==> config.mk <==
export PLATFORM = sky130hd
export DESIGN_NAME = iccm_arbiter
export DESIGN_NICKNAME = d
export VERILOG_FILES = /design/src/rtl/iccm_arb_pkg.sv /design/src/rtl/iccm_arbiter.sv
export SDC_FILE = /design/constraint.sdc
export NUM_CORES = 1
export LEC_CHECK = 0
export BUFFER_PORTS_ARGS = -buffer_cell sky130_fd_sc_hd__buf_2
export CORE_AREA = 2 2 113 115
export CTS_BUF_LIST = sky130_fd_sc_hd__clkbuf_2
export DETAILED_ROUTE_END_ITERATION = 12
export DIE_AREA = 0 0 115 117
export PLACE_DENSITY = 0.87
export RECOVER_POWER = 50
export SLEW_MARGIN = 20
export SYNTH_ARGS = -nofsm -noshare
export SYNTH_HDL_FRONTEND = slang
export SYNTH_SLANG_ARGS = --single-unit
==> constraint.sdc <==
create_clock -name clk_i -period 6.4 [get_ports clk_i]
set_clock_uncertainty 0.15 [all_clocks]
set_input_delay 1.6 -clock clk_i [delete_from_list [all_inputs] [get_ports clk_i]]
set_output_delay 1.6 -clock clk_i [all_outputs]
set_load 0.05 [all_outputs]
==> src/rtl/iccm_arb_pkg.sv <==
`default_nettype none
// +----------------------------------------------------------------------+
// | Module      : iccm_arb_pkg                                           |
// | Description : Shared types and constants for the ICCM arbiter.       |
// | Revision    : 1.0 - initial release                                  |
// +----------------------------------------------------------------------+
package iccm_arb_pkg;

  // Arbiter session state: core running, image being programmed, settle window
  typedef enum logic [1:0] {
    RUN  = 2'd0,
    PROG = 2'd1,
    HOLD = 2'd2
  } state_e;

  // Width of the programmed-word counter
  localparam int ProgCntW = 16;

endpackage
`default_nettype wire

==> src/rtl/iccm_arbiter.sv <==
`default_nettype none
// +----------------------------------------------------------------------+
// | Module      : iccm_arbiter                                           |
// | Description : Shares the single-port ICCM between the UART boot      |
// |               programmer and the core's TL-UL SRAM adapter. The      |
// |               programmer always wins; a session holds the core in    |
// |               reset until the image is loaded and a settle window    |
// |               has elapsed. Stalled sessions raise a sticky timeout.  |
// | Revision    : 1.0 - initial release                                  |
// +----------------------------------------------------------------------+
module iccm_arbiter
  import iccm_arb_pkg::*;
#(
  parameter int AW          = 12,
  parameter int DW          = 32,
  parameter int HoldCycles  = 16,
  parameter int ProgTimeout = 2**20
) (
  input  logic                clk_i,
  input  logic                rst_ni,
  // programmer side
  input  logic                prog_we_i,
  input  logic [AW-1:0]       prog_addr_i,
  input  logic [DW-1:0]       prog_wdata_i,
  input  logic                prog_done_i,
  // adapter side
  input  logic                bus_req_i,
  input  logic                bus_we_i,
  input  logic [AW-1:0]       bus_addr_i,
  input  logic [DW-1:0]       bus_wdata_i,
  input  logic [DW-1:0]       bus_wmask_i,
  output logic                bus_gnt_o,
  output logic [DW-1:0]       bus_rdata_o,
  output logic                bus_rvalid_o,
  // memory side
  output logic                mem_req_o,
  output logic                mem_we_o,
  output logic [AW-1:0]       mem_addr_o,
  output logic [DW-1:0]       mem_wdata_o,
  output logic [DW-1:0]       mem_wmask_o,
  input  logic [DW-1:0]       mem_rdata_i,
  input  logic                mem_rvalid_i,
  // status
  output logic                core_hold_o,
  output logic                prog_active_o,
  output logic [ProgCntW-1:0] prog_count_o,
  output logic                timeout_o
);

  localparam int IdleW = 32;
  localparam int HoldW = 16;

  // Last idle-counter value before a timeout fires; unused when ProgTimeout is 0
  localparam logic [IdleW-1:0] IdleLimit = IdleW'(ProgTimeout - 1);
  localparam logic [HoldW-1:0] HoldLoad  = HoldW'(HoldCycles - 1);

  state_e                r_state,   w_state_nxt;
  logic [IdleW-1:0]      r_idle,    w_idle_nxt;
  logic [HoldW-1:0]      r_hold,    w_hold_nxt;
  logic [ProgCntW-1:0]   r_count,   w_count_nxt;
  logic                  r_timeout, w_timeout_nxt;
  logic                  r_core_hold;
  logic [ProgCntW-1:0]   w_count_sat;
  logic                  w_idle_expired;

  // Saturating increment of the word counter
  assign w_count_sat    = (&r_count) ? r_count : r_count + ProgCntW'(1);
  assign w_idle_expired = (ProgTimeout != 0) && (r_idle == IdleLimit);

  // State register and counters; async reset drops the core hold immediately
  always_ff @(posedge clk_i or negedge rst_ni) begin
    if (!rst_ni) begin
      r_state     <= RUN;
      r_idle      <= '0;
      r_hold      <= '0;
      r_count     <= '0;
      r_timeout   <= 1'b0;
      r_core_hold <= 1'b0;
    end else begin
      r_state     <= w_state_nxt;
      r_idle      <= w_idle_nxt;
      r_hold      <= w_hold_nxt;
      r_count     <= w_count_nxt;
      r_timeout   <= w_timeout_nxt;
      r_core_hold <= (w_state_nxt != RUN);
    end
  end

  // Next-state and counter update; a write always counts, even alongside done
  always_comb begin
    w_state_nxt   = r_state;
    w_idle_nxt    = r_idle;
    w_hold_nxt    = r_hold;
    w_count_nxt   = r_count;
    w_timeout_nxt = r_timeout;
    case (r_state)
      RUN: begin
        if (prog_we_i) begin
          w_state_nxt = PROG;
          w_count_nxt = ProgCntW'(1);
          w_idle_nxt  = '0;
        end
      end
      PROG: begin
        if (prog_we_i) begin
          w_count_nxt = w_count_sat;
          w_idle_nxt  = '0;
        end
        if (prog_done_i) begin
          w_state_nxt = HOLD;
          w_hold_nxt  = HoldLoad;
        end else if (!prog_we_i) begin
          if (w_idle_expired) begin
            w_timeout_nxt = 1'b1;
            w_state_nxt   = HOLD;
            w_hold_nxt    = HoldLoad;
          end else begin
            w_idle_nxt = r_idle + IdleW'(1);
          end
        end
      end
      HOLD: begin
        if (prog_we_i) begin
          // Resume the session without clearing the word count
          w_state_nxt = PROG;
          w_count_nxt = w_count_sat;
          w_idle_nxt  = '0;
        end else if (r_hold == '0) begin
          w_state_nxt = RUN;
        end else begin
          w_hold_nxt = r_hold - HoldW'(1);
        end
      end
      default: begin
        w_state_nxt = RUN;
      end
    endcase
  end

  assign bus_gnt_o = (r_state == RUN) && !prog_we_i;

  // Memory port mux: programmer write has absolute priority, adapter only when granted
  always_comb begin
    mem_req_o   = 1'b0;
    mem_we_o    = 1'b0;
    mem_addr_o  = '0;
    mem_wdata_o = '0;
    mem_wmask_o = '0;
    if (prog_we_i) begin
      mem_req_o   = 1'b1;
      mem_we_o    = 1'b1;
      mem_addr_o  = prog_addr_i;
      mem_wdata_o = prog_wdata_i;
      mem_wmask_o = '1;
    end else if (bus_gnt_o) begin
      mem_req_o   = bus_req_i;
      mem_we_o    = bus_req_i & bus_we_i;
      mem_addr_o  = bus_addr_i;
      mem_wdata_o = bus_wdata_i;
      mem_wmask_o = bus_wmask_i;
    end
  end

  // Read return is a straight pass-through so in-flight reads always complete
  assign bus_rdata_o   = mem_rdata_i;
  assign bus_rvalid_o  = mem_rvalid_i;

  assign core_hold_o   = r_core_hold;
  assign prog_active_o = (r_state == PROG);
  assign prog_count_o  = r_count;
  assign timeout_o     = r_timeout;

endmodule
`default_nettype wire

==> summary.md, run 1 <==
| Metric | Value |
|---|---|
| Status | finished, violations left |
| Failing checks | capacitance limit, slew limit |
| Reg2Reg Setup Slack | 3.10 ns |
| Required @ worst endpoint | 4.65 ns |
| Avg Inst Size Synth | 8.275 um^2 |
| Leak | 2.808 nW |
| Largest net degree at the start of global routing | 69 |
| Netlist Area Pre-Place | 4965 um^2 |
| IO Pins | 290 |
| Cell Pwr Density | 324.9 nW/um^2 |
| CP Launch Point | prog_we_i |
| Gr usage total | between 20% and 30% |
| CTS hold repair buffers | 0 |
| Hold Crit Class | flop to flop |
| Die Wd | 115 um |
| Sequential share of the synthesized area | about a third |
| Levels on crit path | 5 |
| CP max FO | 52 |
| Met1 usage | a little under a third |
| Placement Setup Slack | 1.427 ns |
| CP endpoint | mem_wmask_o[13] |
| Tcrit/Tclk final | 80.56% |
| DIE AREA | 13,460 um^2 |
| Commonest non-fill, non-tap cell in the layout | buf_2 |
| Clk buf depth | 2 |
| Root Buffer | clkbuf_2 |
| Die Span Y | 117 um |
| Cells along the critical path | clkbuf_1, buf_4, inv_1, nand2_1, buf_2 |
| Avg WL per Cell | about 20 um |
| CP peak stage delay | between 0.6 and 0.7 ns |
| Final Setup Violations | 0 |
| Initial DRC count | 486 |
| Max_slew headroom | -148.9% |
| Post-synth EDFFs | 0 |
| Total Wirelength | between 15 and 20 mm |
| Met3 usage | 4.892% |
| Global-route wire length before repair | around 26 mm |
| Fin crit period | 5.156 ns |
| Layout net count | 933 |
| Setup Fix Bufs, Post-CTS | 0 |
| Worst reg2reg path depth | 7 |
| Gate Count Post-Synth | 600 |
| Primary FF master, synth | dfrtp_1 |
| Max-cap violations | 1 |
| Slowest cell on crit path | inv_1 |
| Vias per inst | 5.857 |
| Max Fclk | 193.9 MHz |
| Max VDD drop | 150.2 uV |
| ANT cells | 0 |
| Area growth syn-to-layout | 21.19% |
| TritonCTS Buffers | 9 |
| GRT met2 Usage | 42.71% |
| Clk slew on worst S/H paths | 0.20 ns |
| Clock Latency Late Sink | between 0.5 and 0.6 ns |
| Post-cts sizing count | 0 |
| DP Wirelength | 14.18 mm |
| R2R Path End | r_idle[17] |
| Core ar. | 12,310 um^2 |
| Arr. time, crit path | 3.41 ns |
| Yosys warns | 0 |
| I/O Buffers | 223 |
| #FFs+latches synth | between 60 and 70 |
| ANT nets after route | 0 |
| Bufs and invs on worst path | 4 |
| Synth unique cells | 62 |
| Worst setup EP type | output pin |
| Starting density of the core | between 40% and 50% |
| Syn_nets | between 700 and 800 |
| Classification of the worst setup path | input pin to output pin |
| Final Max Tran Viols | 69 |
| Most frequent cells in the layout | buf_2 (204), nand2_1 (97), dfrtp_1 (68), a22o_1 (44), a21oi_1 (38) |
| RSZ-0062 raised after global routing | no |
| Worst Tran Pin Value | 3.733 ns |
| Vias | about 5,400 |
| Vias in the first global route | 4,761 |
| H-tree depth | 3 |
| Startpoint types | input pin |
| Share of cells above drive strength 1 | slightly above 30% |
| Final Wtd Congestion | 0.9284 |
| Grt peak-use layer | met2 |
| Delay-heaviest family, CP | buffers and inverters |
| Final TNS setup | 0 ns |
| First-pass DRT Iterations | 7 |
| Initial antenna violation count | 4 |
| CTS tree | built |
| DRC viols | 0 |
| Grt total ovfl | 0 |
| Number of fill cells | around 1,200 |
| Worst reg2reg startpoint | r_state[0] |
| Clock sink count | 68 |
| Final hold vios | 0 |
| Cell Rows | 41 |
| Post-synthesis async set-or-reset flop share | 100.0% |
| Setup ws final | ~1.2 ns |
-- final cells by class --
class                   count  area (um^2)  share of cell area (%)
clock buffers              10        50.05                  0.8318
flip-flops and latches     68         1702                   28.28
inverters                  12        45.04                  0.7486
repair buffers            230         1137                   18.90
clock inverters             6        102.6                   1.705
multi-input cells         445         2793                   46.41
well taps                 150        187.7                   3.119
-- metrics by stage --
stage               instance area (um^2)  util, %  power [W]  hold slack [ns]  cells
finish                              6017    48.87   0.001955           0.4048    921
global placement                    5904    47.96   0.001628           0.3536    905
floorplan                           4965        -   0.001404           0.3583    600
detailed placement                  5904    47.96   0.001639           0.3588    905
global route                        6017    48.87   0.002072           0.4056    921
CTS                                 6057    49.20   0.001962           0.3986    921
-- Yosys cell counts (all sizes together), types with 4 or more instances --
| cell | instances | share of area, % |
|---|---|---|
| dfrtp | 68 | 34 |
| nand4 | 11 | 1.6 |
| and4 | 8 | 1.4 |
| xor2 | 4 | 0.71 |
| and3 | 6 | 0.76 |
| nand2 | 97 | 7.3 |
| and2 | 8 | 1.0 |
| a2111oi | 6 | 1.2 |
| buf | 42 | 6.1 |
| nand3 | 24 | 2.4 |
| clkbuf | 33 | 2.5 |
| a211oi | 4 | 0.60 |
| a21oi | 38 | 3.8 |
| nor2 | 24 | 1.8 |
| ha | 8 | 2.0 |
| o31ai | 28 | 4.3 |
| or4 | 27 | 4.2 |
| inv | 12 | 0.91 |
| nor3 | 7 | 0.71 |
| o21ai | 21 | 2.1 |
| or3 | 13 | 1.6 |
| nor2b | 4 | 0.50 |
| a22o | 44 | 7.8 |
| nor4 | 11 | 1.5 |
| xnor2 | 11 | 1.9 |
-- routing by layer --
metal / routed length, um / share of wire, %
met4: 1528 / 8.3
met3: 1247 / 6.8
met5: 0 / 0
met2: 8766 / 48
met1: 6762 / 37
-- report_power, final --
group	switching [W]	internal, W
Sequential	0.0000397	0.000459
Clock	0.000157	0.000167
Combinational	0.000854	0.000279
Total	0.00105	0.000904
-- flip-flops by register name (all words and copies together), names as in the netlist --
name	count
r_hold	16
prog_count_o	16
core_hold_o	1
timeout_o	1
r_idle	32
r_state	2
-- logic make-up (layout without fill, tap and decap cells) --
kind of cell / after synthesis / count (layout) / share of synthesized area [%]
AOI/OAI and AO/OA: 165 / 165 / 23.99
DFF: 68 / 68 / 34.27
buffers and inverters: 87 / 258 / 9.526
muxes: 2 / 2 / 0.4284
and+or+nand+nor: 255 / 255 / 27.12
adders and majority gates: 8 / 8 / 2.016
xor gates and xnor gates: 15 / 15 / 2.646
-- worst min path at each step --
stage,end,depth (start not counted),startpoint
5_1_grt,timeout_o,1,timeout_o
3_5_place_dp,timeout_o,1,timeout_o
3_3_place_gp,timeout_o,1,timeout_o
6_report,timeout_o,1,timeout_o
4_1_cts,timeout_o,1,timeout_o
2_1_floorplan,r_idle[1],2,r_idle[1]
-- worst register-to-register path, cell delays in order, from the launching register on --
cell and delay (ns):
dfrtp_1 0.48, inv_1 0.09, ha_1 0.43, nor4_2 0.72
and4_1 0.35, o31ai_4 0.24, or4_1 0.57, a21oi_1 0.17
No activity file was read; power rests on OpenSTA's default activity.
==> run 2, diff against run 1 <==
--- a/config.mk
+++ b/config.mk
@@ -6,11 +6,11 @@
 export NUM_CORES = 1
 export LEC_CHECK = 0
 export BUFFER_PORTS_ARGS = -buffer_cell sky130_fd_sc_hd__buf_2
-export CORE_AREA = 2 2 113 115
+export CORE_AREA = 2 2 114 116
 export CTS_BUF_LIST = sky130_fd_sc_hd__clkbuf_2
 export DETAILED_ROUTE_END_ITERATION = 12
-export DIE_AREA = 0 0 115 117
-export PLACE_DENSITY = 0.87
+export DIE_AREA = 0 0 116 118
+export PLACE_DENSITY = 0.86
 export RECOVER_POWER = 50
 export SLEW_MARGIN = 20
 export SYNTH_ARGS = -nofsm -noshare
==> constraint.sdc (replaced) <==
create_clock -name clk_i -period 4.9 [get_ports clk_i]
set_clock_uncertainty 0.15 [all_clocks]
set_input_delay 1.225 -clock clk_i [delete_from_list [all_inputs] [get_ports clk_i]]
set_output_delay 1.225 -clock clk_i [all_outputs]
set_load 0.05 [all_outputs]
==> run 2 against run 1 <==
Against the previous run:
- the run now ends clean
- combinational power rose by 30%
- count of clock-buffer cells in the layout down 1
- sequential cell count unchanged
==> summary.md, run 2 (synthesis gave the netlist of run 1 again) <==
| Metric | Value |
|---|---|
| Status | finished clean (was finished, violations left) |
| Total Wirelength | 16.57 mm (was 18.30 mm) |
| Hold Path Sink | prog_count_o[8] (was timeout_o) |
| R2R Path End | r_idle[27] (was r_idle[17]) |
| DP Wirelength | 12.73 mm (was 14.18 mm) |
| WHS Path Cells | 1 (unchanged) |
| CP max FO | 45 (was 52) |
| DRC viols | 0 (unchanged) |
| CTS hold repair buffers | 0 (unchanged) |
| I/O Buffers | 223 (unchanged) |
| Total design power | 0.002496 W (was 0.001955 W) |
| Setup Fix Bufs, Post-CTS | 0 (unchanged) |
| Worst reg2reg path depth | 8 (was 7) |
| Worst reg2reg startpoint | r_state[0] (unchanged) |
| Tcrit/Tclk final | 84.77% |
| Vias per inst | 5.669 (was 5.857) |
| Dpl cells | 928 (was 905) |
| Startpoint types | flop (was input pin) |
| Core ar. | 12,410 um^2 (was 12,310 um^2) |
| Finished Layout Cells | 956 (was 921) |
| Gr usage total | 23.74% (was 26.16%) |
| Global-route wire length before repair | 25.63 mm (was 26.17 mm) |
| Required @ worst endpoint | 3.52 ns (was 4.65 ns) |
| Final Setup Violations | 0 (unchanged) |
| Max reg flops | 32 (unchanged) |
| Cell Rows | 41 (unchanged) |
| Clock Latency Late Sink | 0.52 ns (about the same) |
| Hold Crit Class | flop to flop (unchanged) |
| Reg2Reg Setup Slack | 1.32 ns (was 3.10 ns) |
| Clock sink count | 68 (unchanged) |
| Final Wtd Congestion | 0.9201 (was 0.9284) |
| Worst setup EP type | output pin (unchanged) |
| RSZ-0062 raised after global routing | no (unchanged) |
| Arr. time, crit path | 2.78 ns (was 3.41 ns) |
| H-tree depth | 3 (unchanged) |
| Hold path startpoint | prog_count_o[8] (was timeout_o) |
| Area growth syn-to-layout | 22.08% (was 21.19%) |
| Post-cts sizing count | 0 (unchanged) |
| Largest net degree at the start of global routing | 50 (was 69) |
| Grt total ovfl | 0 (unchanged) |
| Final hold vios | 0 (unchanged) |
| Hold Worst Slack | 0.4136 ns (was 0.4048 ns) |
| Setup ws final | 0.7461 ns (was 1.244 ns) |
| Leak | 2.826 nW (was 2.808 nW) |
| Layout net count | 934 (was 933) |
| Max Fclk | 240.7 MHz |
| Largest reg by FF count | r_idle (unchanged) |
| Classification of the worst setup path | flop to output pin (was input pin to output pin) |
| Placement Setup Slack | 1.116 ns (was 1.427 ns) |
| Initial antenna violation count | 8 (was 4) |
| IO Pins | 290 (unchanged) |
| Max-cap violations | 0 (was 1) |
| Share of cells above drive strength 1 | 31.35% (was 30.35%) |
| Final Max Tran Viols | 0 (was 69) |
| Root Buffer | clkbuf_2 (unchanged) |
| Starting density of the core | 39.99% (was 40.33%) |
| Max VDD drop | 171.8 uV (was 150.2 uV) |
| TritonCTS Buffers | 9 (unchanged) |
| ANT nets after route | 0 (unchanged) |
| Fin crit period | 4.154 ns |
| Die Span Y | 118 um (was 117 um) |
| Clk slew on worst S/H paths | 0.20 ns (about the same) |
| Cell Pwr Density | 411.9 nW/um^2 (was 324.9 nW/um^2) |
| Die Wd | 116 um (was 115 um) |
| Vias | 5,420 (was 5,394) |
| Clk buf depth | 2 (unchanged) |
| Vias in the first global route | 4,867 (was 4,761) |
| DIE AREA | 13,690 um^2 (was 13,460 um^2) |
| First-pass DRT Iterations | 5 (was 7) |
| Commonest non-fill, non-tap cell in the layout | buf_2 (unchanged) |
| Worst Tran Pin Value | 1.220 ns (was 3.733 ns) |
| CTS tree | built (unchanged) |
| Max_slew headroom | 18.67% (was -148.9%) |
| Most frequent cells in the layout | buf_2 (208), nand2_1 (97), dfrtp_1 (68), a22o_1 (44), a21oi_1 (38) (was buf_2 (204), nand2_1 (97), dfrtp_1 (68), a22o_1 (44), a21oi_1 (38)) |
| Final TNS setup | 0 ns (unchanged) |
| Initial DRC count | 489 (was 486) |
| Avg WL per Cell | 17.33 um (was 19.87 um) |
-- run 2: cell count changes in the layout (fill, tap and decap cells not counted), sizes merged --
cell and change:
buf +6, bufinv -1, diode +12, clkinv +2
clkbuf -6
-- run 2: critical path, cell delays in order (launching register included) --
cell and delay (ns):
dfrtp_1 0.50, inv_1 0.11, ha_1 0.16, buf_4 0.35, nor2b_2 0.21, buf_4 0.40, a22o_1 0.24, buf_2 0.28
-- run 2: layout make-up --
class	count	area, um^2
multi-input cells	445	2778
flip-flops and latches	68	1702
clock buffers	9	45.04
well taps	172	215.2
fillers	1199	6354
diodes	12	30.03
clock inverters	7	91.34
inverters	12	45.04
repair buffers	231	1155
-- run 2: power by group --
group / internal (W) / switching (W) / leakage [nW]
combinational: 0.000364 / 0.00110 / 1.82
sequential: 0.000599 / 0.0000463 / 0.919
clock: 0.000167 / 0.000216 / 0.0834
-- run 2: worst max path at each step --
stage,from,to,slack [ns],cells past startpoint
after floorplan,prog_we_i,mem_wdata_o[22],0.57,5
after global placement,prog_we_i,mem_addr_o[11],1.12,5
after detailed placement,prog_we_i,mem_addr_o[3],1.12,5
after CTS,r_state[1],mem_addr_o[11],0.77,7
after global routing,r_state[0],mem_addr_o[3],0.52,7
final,r_state[1],mem_addr_o[11],0.75,7
-- run 2: metal layers --
metal,up-vias,wire (um),GRT usage (%)
met5,-,0,0
met4,0,386,8.631
met3,37,2308,8.342
met2,268,7084,33.95
met1,2553,6787,32.91
li1,2562,-,-
-- run 2: through the flow --
stage | utilization [%] | cell area [um^2]
floorplan | - | 4965
global placement | 47.77 | 5931
detailed placement | 47.77 | 5931
CTS | 48.87 | 6067
global route | 48.62 | 6036
finish | 48.82 | 6061
